--- config.mk ---
export PLATFORM = sky130hd
export DESIGN_NAME = can_transmitter
export DESIGN_NICKNAME = d
export VERILOG_FILES = /design/src/rtl/can_transmitter_pkg.sv /design/src/rtl/can_crc15.sv /design/src/rtl/can_transmitter.sv
export SDC_FILE = /design/constraint.sdc
export NUM_CORES = 1
export LEC_CHECK = 0
export CAP_MARGIN = 25
export CELL_PAD_IN_SITES_DETAIL_PLACEMENT = 1
export CELL_PAD_IN_SITES_GLOBAL_PLACEMENT = 1
export CORE_MARGIN = 1.5
export CORE_UTILIZATION = 30
export DETAILED_ROUTE_END_ITERATION = 12
export HOLD_SLACK_MARGIN = 0.12
export PLACE_DENSITY_LB_ADDON = 0.1
export SLEW_MARGIN = 5
export SYNTH_ARGS = -nofsm -noshare
export SYNTH_HDL_FRONTEND = slang
export SYNTH_HIERARCHICAL = 1
export SYNTH_SLANG_ARGS = --single-unit
--- constraint.sdc ---
create_clock -name clk -period 4.8 [get_ports clk]
set_input_delay 0.72 -clock clk [delete_from_list [all_inputs] [get_ports clk]]
set_output_delay 0.72 -clock clk [all_outputs]
set_load 0.02 [all_outputs]
--- src/rtl/can_transmitter_pkg.sv ---
// Shared types and constants for the CAN transmit path: state encoding,
// CRC and framing constants, and the latched frame descriptor.
package can_transmitter_pkg;

    localparam logic [14:0] CRC15_POLY = 15'h4599;
    localparam int          EOF_LEN    = 7;
    localparam int          IFS_LEN    = 3;
    localparam int          STD_ID_W   = 11;
    localparam int          EXT_ID_W   = 18;

    // Order matters: range compares select the stuffed and arbitration fields.
    typedef enum logic [4:0] {
        ST_IDLE,
        ST_SOF,
        ST_ID_STD,
        ST_RTR1,
        ST_IDE,
        ST_ID_EXT,
        ST_RTR2,
        ST_R1,
        ST_R0,
        ST_DLC,
        ST_DATA,
        ST_CRC,
        ST_CRC_DELIM,
        ST_ACK,
        ST_ACK_DELIM,
        ST_EOF,
        ST_IFS
    } tx_state_e;

    typedef struct packed {
        logic [STD_ID_W-1:0] id_std;
        logic [EXT_ID_W-1:0] id_ext;
        logic                ide;
        logic                rtr;
        logic [3:0]          dlc;
        logic [63:0]         data;
    } can_frame_t;

endpackage

--- src/rtl/can_crc15.sv ---
// Bit-serial CAN CRC-15 accumulator; shared by the transmit and receive paths.
module can_crc15
    import can_transmitter_pkg::*;
(
    input  logic        clk,
    input  logic        rst_n,
    input  logic        clear,
    input  logic        en,
    input  logic        bit_in,
    output logic [14:0] crc
);

    logic [14:0] crc_q, crc_d;

    always_comb begin
        crc_d = crc_q;
        if (clear) begin
            crc_d = '0;
        end else if (en) begin
            crc_d = {crc_q[13:0], 1'b0};
            if (bit_in ^ crc_q[14]) begin
                crc_d = crc_d ^ CRC15_POLY;
            end
        end
    end

    always_ff @(posedge clk or negedge rst_n) begin
        if (!rst_n) begin
            crc_q <= '0;
        end else begin
            crc_q <= crc_d;
        end
    end

    assign crc = crc_q;

endmodule

--- src/rtl/can_transmitter.sv ---
// CAN 2.0A/B frame serialiser with bit stuffing, CRC-15, arbitration and ACK check.
//   state         | meaning
//   IDLE          | no frame on the bus; with busy set, waiting for SOF tx_point
//   SOF..R0       | start, identifiers and control bits (arbitration ID_STD..RTR2)
//   DLC, DATA     | length code and payload bytes
//   CRC           | frozen checksum, MSB first; last stuffed field
//   CRC_DELIM..IFS| delimiters, ack slot, end of frame, intermission (all recessive)
module can_transmitter
    import can_transmitter_pkg::*;
#(
    parameter int STUFF_LEN = 5,
    parameter int MAX_BYTES = 8
) (
    input  logic                clk,
    input  logic                rst_n,
    input  logic                tx_point,
    input  logic                sample_point,
    input  logic                rx_bit,
    input  logic                tx_req,
    input  logic [10:0]         tx_id_std,
    input  logic [17:0]         tx_id_ext,
    input  logic                tx_ide,
    input  logic                tx_rtr,
    input  logic [3:0]          tx_dlc,
    input  logic [0:7][7:0]     tx_data,
    output logic                tx_bit,
    output logic                tx_busy,
    output logic                tx_done,
    output logic                arb_lost,
    output logic                ack_err
);

    localparam int RUN_W = $clog2(STUFF_LEN + 1);

    tx_state_e        state_q, state_d, nxt_state;
    logic [5:0]       cnt_q, cnt_d, nxt_cnt;
    logic [RUN_W-1:0] run_q, run_d;
    logic             last_q, last_d;
    can_frame_t       frame_q, frame_d;
    logic             tx_bit_q, tx_bit_d;
    logic             busy_q, busy_d;
    logic             done_q, done_d;
    logic             arb_q, arb_d;
    logic             ack_err_q, ack_err_d;

    logic        nxt_bit, has_data, stuff_due, in_arb;
    logic [3:0]  nbytes;
    logic [5:0]  data_end;
    logic        crc_clear, crc_en, crc_bit;
    logic [14:0] crc;

    can_crc15 u_crc (
        .clk    (clk),
        .rst_n  (rst_n),
        .clear  (crc_clear),
        .en     (crc_en),
        .bit_in (crc_bit),
        .crc    (crc)
    );

    // Payload bits run from data[63] (byte 0 MSB) down to data_end.
    assign nbytes    = (frame_q.dlc > 4'(MAX_BYTES)) ? 4'(MAX_BYTES) : frame_q.dlc;
    assign data_end  = 6'(7'd64 - {nbytes, 3'b000});
    assign has_data  = !frame_q.rtr && (frame_q.dlc != 4'd0);
    assign stuff_due = (state_q >= ST_SOF) && (state_q <= ST_CRC) && (run_q == RUN_W'(STUFF_LEN));
    assign in_arb    = (state_q >= ST_ID_STD) && (state_q <= ST_RTR2);

    always_comb begin
        nxt_state = state_q;
        nxt_cnt   = cnt_q - 6'd1;
        case (state_q)
            ST_SOF:       begin nxt_state = ST_ID_STD; nxt_cnt = 6'(STD_ID_W - 1); end
            ST_ID_STD:    if (cnt_q == 6'd0) nxt_state = ST_RTR1;
            ST_RTR1:      nxt_state = ST_IDE;
            ST_IDE: begin
                if (frame_q.ide) begin
                    nxt_state = ST_ID_EXT;
                    nxt_cnt   = 6'(EXT_ID_W - 1);
                end else begin
                    nxt_state = ST_R0;
                end
            end
            ST_ID_EXT:    if (cnt_q == 6'd0) nxt_state = ST_RTR2;
            ST_RTR2:      nxt_state = ST_R1;
            ST_R1:        nxt_state = ST_R0;
            ST_R0:        begin nxt_state = ST_DLC; nxt_cnt = 6'd3; end
            ST_DLC: begin
                if (cnt_q == 6'd0) begin
                    nxt_state = has_data ? ST_DATA : ST_CRC;
                    nxt_cnt   = has_data ? 6'd63 : 6'd14;
                end
            end
            ST_DATA:      if (cnt_q == data_end) begin nxt_state = ST_CRC; nxt_cnt = 6'd14; end
            ST_CRC:       if (cnt_q == 6'd0) nxt_state = ST_CRC_DELIM;
            ST_CRC_DELIM: nxt_state = ST_ACK;
            ST_ACK:       nxt_state = ST_ACK_DELIM;
            ST_ACK_DELIM: begin nxt_state = ST_EOF; nxt_cnt = 6'(EOF_LEN - 1); end
            ST_EOF:       if (cnt_q == 6'd0) begin nxt_state = ST_IFS; nxt_cnt = 6'(IFS_LEN - 1); end
            ST_IFS:       if (cnt_q == 6'd0) nxt_state = ST_IDLE;
            default:      nxt_state = ST_IDLE;
        endcase

        nxt_bit = 1'b1;
        case (nxt_state)
            ST_ID_STD: nxt_bit = frame_q.id_std[nxt_cnt[3:0]];
            ST_RTR1:   nxt_bit = frame_q.ide | frame_q.rtr;
            ST_IDE:    nxt_bit = frame_q.ide;
            ST_ID_EXT: nxt_bit = frame_q.id_ext[nxt_cnt[4:0]];
            ST_RTR2:   nxt_bit = frame_q.rtr;
            ST_R1:     nxt_bit = 1'b0;
            ST_R0:     nxt_bit = 1'b0;
            ST_DLC:    nxt_bit = frame_q.dlc[nxt_cnt[1:0]];
            ST_DATA:   nxt_bit = frame_q.data[nxt_cnt];
            ST_CRC:    nxt_bit = crc[nxt_cnt[3:0]];
            default:   nxt_bit = 1'b1;
        endcase
    end

    always_comb begin
        state_d   = state_q;
        cnt_d     = cnt_q;
        run_d     = run_q;
        last_d    = last_q;
        frame_d   = frame_q;
        tx_bit_d  = tx_bit_q;
        busy_d    = busy_q;
        done_d    = 1'b0;
        arb_d     = 1'b0;
        ack_err_d = ack_err_q;
        crc_clear = 1'b0;
        crc_en    = 1'b0;
        crc_bit   = 1'b0;

        if (state_q == ST_IDLE && !busy_q) begin
            if (tx_req) begin
                frame_d   = '{id_std: tx_id_std, id_ext: tx_id_ext, ide: tx_ide,
                              rtr: tx_rtr, dlc: tx_dlc, data: tx_data};
                busy_d    = 1'b1;
                ack_err_d = 1'b0;
                crc_clear = 1'b1;
            end
        end else if (sample_point && in_arb && tx_bit_q && !rx_bit) begin
            arb_d    = 1'b1;
            busy_d   = 1'b0;
            state_d  = ST_IDLE;
            tx_bit_d = 1'b1;
            cnt_d    = '0;
            run_d    = '0;
        end else begin
            if (sample_point && state_q == ST_ACK && rx_bit) begin
                ack_err_d = 1'b1;
            end
            if (tx_point) begin
                if (state_q == ST_IDLE) begin
                    state_d  = ST_SOF;
                    tx_bit_d = 1'b0;
                    last_d   = 1'b0;
                    run_d    = RUN_W'(1);
                    crc_en   = 1'b1;
                end else if (stuff_due) begin
                    tx_bit_d = ~last_q;
                    last_d   = ~last_q;
                    run_d    = RUN_W'(1);
                end else begin
                    state_d  = nxt_state;
                    cnt_d    = nxt_cnt;
                    tx_bit_d = nxt_bit;
                    if (nxt_state == ST_IDLE) begin
                        busy_d = 1'b0;
                        done_d = 1'b1;
                        cnt_d  = '0;
                    end
                    if (nxt_state >= ST_SOF && nxt_state <= ST_CRC) begin
                        run_d  = (nxt_bit == last_q) ? run_q + RUN_W'(1) : RUN_W'(1);
                        last_d = nxt_bit;
                    end
                    if (nxt_state >= ST_SOF && nxt_state <= ST_DATA) begin
                        crc_en  = 1'b1;
                        crc_bit = nxt_bit;
                    end
                end
            end
        end
    end

    always_ff @(posedge clk or negedge rst_n) begin
        if (!rst_n) begin
            state_q   <= ST_IDLE;
            cnt_q     <= '0;
            run_q     <= '0;
            last_q    <= 1'b1;
            frame_q   <= '0;
            tx_bit_q  <= 1'b1;
            busy_q    <= 1'b0;
            done_q    <= 1'b0;
            arb_q     <= 1'b0;
            ack_err_q <= 1'b0;
        end else begin
            state_q   <= state_d;
            cnt_q     <= cnt_d;
            run_q     <= run_d;
            last_q    <= last_d;
            frame_q   <= frame_d;
            tx_bit_q  <= tx_bit_d;
            busy_q    <= busy_d;
            done_q    <= done_d;
            arb_q     <= arb_d;
            ack_err_q <= ack_err_d;
        end
    end

    assign tx_bit   = tx_bit_q;
    assign tx_busy  = busy_q;
    assign tx_done  = done_q;
    assign arb_lost = arb_q;
    assign ack_err  = ack_err_q;

endmodule

Word-level counts from Yosys, hierarchy flattened --
Index checks and enable logic that the tools add are counted.
Storage, ports and cells: logic and storage cells 194, output and inout bits 5, bits in registers 134, input bits 105
Cells by class: $lt $le $gt $ge 12, equality and inequality tests 36, bitwise gates (word level) 6, mux-type cells 86, reduce and logical (&&, ||, !) cells 35, $add $sub $neg 3
Operator list (count):
- $pmux W5 S16 | 1
- $eq A5 B4 Y1 const B | 12
- $mux W6 | 10
- $mux W5 | 11
- $mux W1 | 46
- $mux W15 | 3
- $pmux W6 S7 | 1
- $eq A5 B3 Y1 const B | 8
- $mux W3 | 7
- $eq A5 B2 Y1 const B | 4
- $le A5 B4 Y1 const B | 3
- $logic_and A1 B1 Y1 | 12
- $ge A5 B1 Y1 const B | 2
- $logic_not A5 Y1 | 2
- $ne A3 B1 Y1 const B | 3
- $pmux W1 S9 | 1
- $reduce_and A3 Y1 | 3
- $reduce_bool A3 Y1 | 3
- $bmux W1 S4 | 2
- $reduce_and A4 Y1 | 2
- $reduce_bool A4 Y1 | 2
- $lt A6 B7 Y1 const B | 1
- $not A7 Y7 | 1
- $bmux W1 S6 | 1
- 28 further kinds | 37

Longest topological paths before layout --
Gate-level depths: netlist (run 1).
depth in word-level cells 19, mapped depth 20, depth with buffers taken out 16

Cells and area by module --
The synthesis (run 1) kept the hierarchy.
By module, submodules not included:
- can_transmitter | instances 1, area an instance 6865.3 µm², cells an instance 821, seq. area each 2980.4 µm²
- can_crc15 | instances 1, area an instance 725.7 µm², cells an instance 70, seq. area each 375.4 µm²

Worst setup path after synthesis (run 1) --
Ideal clock, no wire load.
path type register to register, start point register frame_q[67] (netlist name), end point register u_crc.crc_q[10] (netlist: u_crc/crc[10]), arrival time 4034 ps, slack 650 ps, stages on the path, launching flop included 21, cells stage by stage dfrtp_1 nand2b_1 ha_1 xnor2_1 nand3b_1 or4b_1 buf_2 nand3_2 buf_6 buf_12 buf_4 mux2i_1 nand2_1 o211a_1 o31ai_1 nand4_1 a311oi_4 nor2_1 xnor2_1 nand4b_1 o311ai_0
On the way: word-level cells in the longest chain between the ends 19, elaborated cells on any way between the ends 56
RTL lines:
- start, declared | RTL line can_transmitter.sv:39 | can_frame_t frame_q, frame_d;
- start signal, assigned | RTL line can_transmitter.sv:203 | frame_q <= frame_d;
- $gt A4 B4 Y1 | RTL line can_transmitter.sv:62 | assign nbytes = (frame_q.dlc > 4'(MAX_BYTES)) ? 4'(MAX_BYTES) : frame_q.dlc;
- $mux W3 | RTL line can_transmitter.sv:62
- $sub A1 B6 Y6 | RTL line can_transmitter.sv:63 | assign data_end = 6'(7'd64 - {nbytes, 3'b000});
- $eq A6 B6 Y1 | RTL line can_transmitter.sv:93 | ST_DATA: if (cnt_q == data_end) begin nxt_state = ST_CRC; nxt_cnt = 6'd14; end
- $mux W6 or $mux W5 (tied branches) | RTL line can_transmitter.sv:93
- $pmux W6 S7 or $pmux W5 S16 (tied branches) | RTL line can_transmitter.sv:71 | case (state_q)
- $bmux W1 S6, or another cell as far along | RTL line can_transmitter.sv:113 | ST_DATA: nxt_bit = frame_q.data[nxt_cnt];
- $mux W1 (not written as such), or another cell as far along | RTL line can_transmitter.sv:113
- [4 not listed]
- $mux W1 * | RTL line can_transmitter.sv:153 | if (tx_point) begin
- $mux W1 * | RTL line can_transmitter.sv:142 | end else if (sample_point && in_arb && tx_bit_q && !rx_bit) begin
- $mux W1 * | RTL line can_transmitter.sv:134 | if (state_q == ST_IDLE && !busy_q) begin
- named net crc_bit | RTL line can_transmitter.sv:49 | logic crc_clear, crc_en, crc_bit;
- $xor A1 B1 Y1 * | RTL line can_crc15.sv:21 | if (bit_in ^ crc_q[14]) begin
- $mux W15 * | RTL line can_crc15.sv:21
- $mux W15 * | RTL line can_crc15.sv:19 | end else if (en) begin
- $mux W15 * | RTL line can_crc15.sv:17 | if (clear) begin
- end signal, assigned | RTL line can_crc15.sv:31 | crc_q <= crc_d;
- end, declared | RTL line can_crc15.sv:13 | logic [14:0] crc_q, crc_d;
The timed path passes the listed nets; every way through them passes the cells marked *. The select of a mux whose other input is x is not followed. A chain may end at the register's enable or synchronous reset.

Worst setup path in the final report (run 1) --
start point register frame_q[67] (netlist name), end point register u_crc.crc_q[3] (netlist: u_crc/crc[3])
The elaborated chain is that of the path after synthesis.

==> flow_summary.json, run 1 <==
{
  "status": "completed",
  "ir_drop_uv": 294,
  "firstDrtPassIters": 4,
  "post_drt_wl_per_cell_um": 17.6,
  "synth_ff_type": "dfrtp_1",
  "die_h_um": 162,
  "cp-startpoint": "frame_q[67]",
  "first_global_vias": 6984,
  "clockPowerShare": 0.176,
  "critPathMaxFanout": 6,
  "synth_area_leaders": "dfrtp_1, nand2_1, mux2i_1",
  "worstSetupPathType": "reg2reg",
  "antenna_left": 0,
  "multi_input_area_um2": 3910,
  "rows": 58,
  "grt_overflow": 0,
  "clk-insertion-delay-late_ps": 420,
  "cts_root_buf": "clkbuf_16",
  "pre_cts_ws_ps": 106,
  "fin_hold_ws_ps": 241,
  "fin_crit_sh": 0.936,
  "vias": 6635,
  "synthMuxAreaShare": 0.0971,
  "rsz0062_at_grt": "no",
  "endpoint": "u_crc/crc[3]",
  "power_density_nw_per_um2": 824,
  "numClockSinks": 134,
  "htree_levels": 4,
  "synth.net_count": 1000,
  "final-seq-area_um2": 3360,
  "skew_ps": 10.1,
  "seqPwrFrac": 0.248,
  "syn_area_per_cell_um2": 8.52,
  "diodes": 0,
  "synthTopCellsByCount": "nand2_1, dfrtp_1, mux2i_1",
  "synth.most_common_cell": "nand2_1",
  "io_pins": 110,
  "synth_seq_area_share": 0.442,
  "maxCapViolCount": 0,
  "antenna_found_initial": 0,
  "synth_top_area_cell": "dfrtp_1",
  "clk_path_buf_depth": 2,
  "synth_fa_ha_area_frac": 0.00659,
  "cts_tree": "built",
  "fill_cells": 2942,
  "r2r_cells": 18,
  "relSlewSlack": 0.449,
  "finalNetCount": 1117,
  "synth_top_family_by_area": "simple AND/OR/NAND/NOR gates",
  "synthCells": 891,
  "r2r_slack_ps": 310,
  "fin_tns_setup_ps": 0,
  "cp_cell_sequence": "nand2b_1 > ha_1 > xnor2_1 > nand3b_1 > or4b_4 > nand3_4 > clkbuf_4 > buf_4 > mux2_2 > a221oi_1 > o21ai_0 > a31o_1 > a311oi_4 > nor2_1 > xor2_1 > buf_4 > nand3_1 > o311ai_0",
  "grt_pass1_wl_um": 38500,
  "fmax_ghz": 0.222,
  "dpl.cell_count": 1315,
  "finalHoldViolations": 0,
  "synthSimpleGateAreaFrac": 0.269,
  "portBuffers": 109,
  "crit_top_cell": "buf_4",
  "tightest_slew_ps": 818,
  "setup_viol": 0,
  "die_x_um": 162,
  "internal_power_mw": 4.57,
  "numCtsBuffers": 17,
  "drive_gt1_frac": 0.117,
  "r2r_start": "frame_q[67]",
  "slowest_stage": "or4b_4",
  "fin_ws_ps": 305,
  "cp.arrival_ps": 4760,
  "hp-class": "in2async",
  "synth_cell_types": 84,
  "p_leak_nw": 4.64,
  "first_iter_violations": 302,
  "p_comb_frac": 0.576,
  "place_congestion": 0.809,
  "p_sw_mw": 3.56,
  "core_area_um2": 25000,
  "wirelength_um": 23700,
  "yosys.area_share.xor_xnor": 0.0183,
  "area_growth_pct": 29.9,
  "start_util": 0.303,
  "path_clk_slew_ps": 60,
  "hpwl_um": 17100,
  "r2r-end": "u_crc/crc[3]",
  "synth_async_sr_flop_share": 1.00,
  "start_kind": "register",
  "yosysTopAreaCellShare": 0.435,
  "grt_use_total": 0.188,
  "viasPerCell": 4.91,
  "stdcell_count": 1350,
  "dieArea_um2": 26300,
  "drc": 0,
  "cp.required_ps": 5060,
  "post-route-min-period_ps": 4490,
  "synth-seq-cells": 134,
  "cpPeakStageDelay_ps": 590,
  "synth_compound_area_frac": 0.117,
  "cp-end-kind": "register",
  "fin_util": 0.394,
  "yosys_warnings": 6,
  "grt_max_degree": 64,
  "synth_area_um2": 7590,
  "maxSlewViolCount": 0,
  "synth_edf_count": 0,
  "swShare": 0.438
}
## power by group through the flow
stage          Clock, mW  Sequential (mW)  Combinational (mW)
6_report            1.43             2.02                4.68
5_1_grt             1.51             2.09                5.22
4_1_cts             1.46             2.02                4.69
3_5_place_dp           0             2.03                4.66
3_3_place_gp           0             2.04                4.58
2_1_floorplan          0             1.89                3.30
## critical path: cells and delay by family, from the launching register on
family                   cells  cell delay (ps)
AO/OA/AOI/OAI                5             1070
XOR/XNOR                     2              330
adder cells (fa/ha/maj)      1              320
buffers and inverters        3              530
flip-flops                   1              420
multiplexers                 1              320
AND/OR/NAND/NOR              6             1340
## through the flow
stage          cell area, µm²  power, mW
3_3_place_gp             9170       6.62
5_1_grt                  9860       8.82
2_1_floorplan            7590       5.19
4_1_cts                  9820       8.18
6_report                 9860       8.13
3_5_place_dp             9190       6.70
## metal layers
layer,vias to the layer above,track usage,wire (µm)
met4,0,0.0509,320
met1,3260,0.268,12100
met5,-,0,0
met2,98,0.298,10800
met3,19,0.0301,541
li1,3258,-,-
## cells by family after synthesis
group | after synthesis
AOI/OAI and AO/OA | 123
and+or+nand+nor | 473
xor gates and xnor gates | 15
buffers and inverters | 72
muxes | 70
adders and majority gates | 4
DFF | 134
## registers in the layout, summed over array words and instances (netlist names), 3 cells and up
signal	count
u_crc/crc	15
frame_q	99
state_q	5
cnt_q	6
run_q	3
## cell usage in the layout, fill, tap and decap left out, types with 5 or more instances in the layout
cell type | netlist | layout
a211oi_1 | 8 | 8
a21oi_1 | 21 | 21
a22o_1 | 5 | 5
a31oi_1 | 5 | 5
and2_1 | 6 | 6
buf_12 | 3 | 5
buf_4 | 3 | 36
clkbuf_16 | 0 | 17
clkdlybuf4s50_1 | 0 | 108
dfrtp_1 | 132 | 132
inv_1 | 16 | 16
mux2_2 | 16 | 16
mux2i_1 | 50 | 50
nand2_1 | 331 | 330
nand2b_1 | 7 | 7
nand3_1 | 18 | 18
nand4_1 | 5 | 5
nand4b_1 | 5 | 5
nor2_1 | 45 | 45
nor2b_1 | 7 | 7
nor3_1 | 13 | 13
nor4_1 | 6 | 6
o21ai_0 | 24 | 24
o311ai_0 | 5 | 5
xnor2_1 | 9 | 8
xor2_1 | 5 | 5
## how the worst min path moves through the flow
stage	from	end	slack [ps]	cells past startpoint
after global placement	frame_q[33]	frame_q[33]	460	2
after global routing	rst_n	run_q[0]	260	1
after floorplan	rst_n	ack_err	420	0
after detailed placement	frame_q[95]	frame_q[95]	460	2
after CTS	rst_n	run_q[0]	250	1
final	rst_n	arb_lost	240	1
## timing repair
item / in CTS / in global routing
resized for setup: 0 / 2
setup buffers: 0 / 4
endpoints found under the setup margin: 0 / 6
hold buffers: 0 / 0
## cell type report
| cell class | count | area share |
|---|---|---|
| well taps | 330 | 0.0419 |
| clock buffers | 18 | 0.0445 |
| repair buffers | 152 | 0.151 |
| inverters | 18 | 0.00710 |
| flip-flops and latches | 134 | 0.340 |
| multi-input cells | 685 | 0.396 |
| clock inverters | 13 | 0.0199 |
Power figures use the tool's default switching activity.
==> run 2: changes to the inputs <==
CAP_MARGIN = 20   (was 25)
==> flow_summary.json, run 2 (same netlist as run 1, synthesis figures left out) <==
{
  "status": "completed",
  "numCtsBuffers": 17,
  "fmax_ghz": 0.222,
  "htree_levels": 4,
  "diodes": 0,
  "cpPeakStageDelay_ps": 590,
  "path_clk_slew_ps": 60,
  "dieArea_um2": 26300,
  "max_flop_register": "frame_q",
  "antenna_left": 0,
  "grt_max_degree": 64,
  "post-route-min-period_ps": 4490,
  "drc": 0,
  "firstDrtPassIters": 4,
  "place_congestion": 0.809,
  "hpwl_um": 17100,
  "layout_commonest_cell": "nand2_1",
  "rsz0062_at_grt": "no",
  "wirelength_um": 23700,
  "tightest_slew_ps": 818,
  "power_density_nw_per_um2": 824,
  "maxSlewViolCount": 0,
  "post_drt_wl_per_cell_um": 17.6,
  "die_h_um": 162,
  "p_total_mw": 8.13,
  "fin_area_um2": 9860,
  "cts_root_buf": "clkbuf_16",
  "worstSetupPathType": "reg2reg",
  "grt_pass1_wl_um": 38500,
  "die_x_um": 162,
  "core_area_um2": 25000,
  "r2r_start": "frame_q[67]",
  "start_util": 0.303,
  "fin_crit_sh": 0.936,
  "cp.arrival_ps": 4760,
  "ir_drop_uv": 294,
  "crit_top_cell": "buf_4",
  "setup_viol": 0,
  "grt_use_total": 0.188,
  "area_growth_pct": 29.9,
  "slowest_stage": "or4b_4",
  "finalNetCount": 1117,
  "r2r_cells": 18,
  "rows": 58,
  "antenna_found_initial": 0,
  "drive_gt1_frac": 0.117,
  "grt_overflow": 0,
  "r2r_slack_ps": 310,
  "largest_register_ffs": 99,
  "viasPerCell": 4.91,
  "cp_cell_sequence": "nand2b_1 > ha_1 > xnor2_1 > nand3b_1 > or4b_4 > nand3_4 > clkbuf_4 > buf_4 > mux2_2 > a221oi_1 > o21ai_0 > a31o_1 > a311oi_4 > nor2_1 > xor2_1 > buf_4 > nand3_1 > o311ai_0",
  "fin_tns_setup_ps": 0,
  "first_iter_violations": 302,
  "portBuffers": 109,
  "numClockSinks": 134,
  "path_buf_inv": 3,
  "p_leak_nw": 4.64,
  "clk_path_buf_depth": 2,
  "r2r-end": "u_crc/crc[3]",
  "vias": 6635,
  "hp-class": "in2async",
  "maxCapViolCount": 0,
  "finalHoldViolations": 0,
  "start_kind": "register",
  "critPathMaxFanout": 6,
  "cp.required_ps": 5060,
  "clk-insertion-delay-late_ps": 420,
  "skew_ps": 10.1,
  "crit_family": "simple AND/OR/NAND/NOR gates",
  "final_cell_mix": "nand2_1, dfrtp_1, clkdlybuf4s50_1",
  "stdcell_count": 1350,
  "io_pins": 110,
  "relSlewSlack": 0.449,
  "dpl.cell_count": 1315,
  "cts_tree": "built",
  "cp-end-kind": "register",
  "dpl_cell_area_um2": 9190,
  "first_global_vias": 6984
}
[run 2: layout make-up]
class	count	area, µm²
clock buffers	18	439
repair buffers	152	1490
well taps	330	413
clock inverters	13	196
inverters	18	70.1
flip-flops and latches	134	3360
fillers	2942	15200
multi-input cells	685	3910
[run 2: what timing repair did]
| item | in CTS | in global routing |
|---|---|---|
| hold buffers | 0 | 0 |
| buffers inserted | 0 | 4 |
| endpoints found under the setup margin | 0 | 6 |
| gates resized for setup | 0 | 2 |
| endpoints found under the hold margin | 0 | 0 |
[run 2: per-stage QoR]
step	utilization	setup slack (ps)	hold WS [ps]
floorplan	-	650	424
global placement	0.366	250	459
detailed placement	0.367	106	460
CTS	0.392	60.3	249
global route	0.394	49.8	257
finish	0.394	305	241
[run 2: where the power goes]
part / leakage, nW / internal (mW) / switching, mW
clock network: 0.309 / 0.890 / 0.537
registers: 1.69 / 1.64 / 0.377
logic: 2.63 / 2.04 / 2.65
[run 2: per-layer routing]
layer | global-route usage | routed length [µm] | up-vias
li1 | - | - | 3258
met2 | 0.298 | 10800 | 98
met3 | 0.0301 | 541 | 19
met1 | 0.268 | 12100 | 3260
met4 | 0.0509 | 320 | 0
met5 | 0 | 0 | -
[run 2: worst max-delay path by stage]
stage / start / to / cells past startpoint
2_1_floorplan: frame_q[67] / u_crc/crc[10] / 20
3_3_place_gp: frame_q[67] / u_crc/crc[8] / 16
3_5_place_dp: frame_q[67] / u_crc/crc[10] / 17
4_1_cts: frame_q[67] / u_crc/crc[4] / 16
5_1_grt: cnt_q[0] / u_crc/crc[3] / 18
6_report: frame_q[67] / u_crc/crc[3] / 18
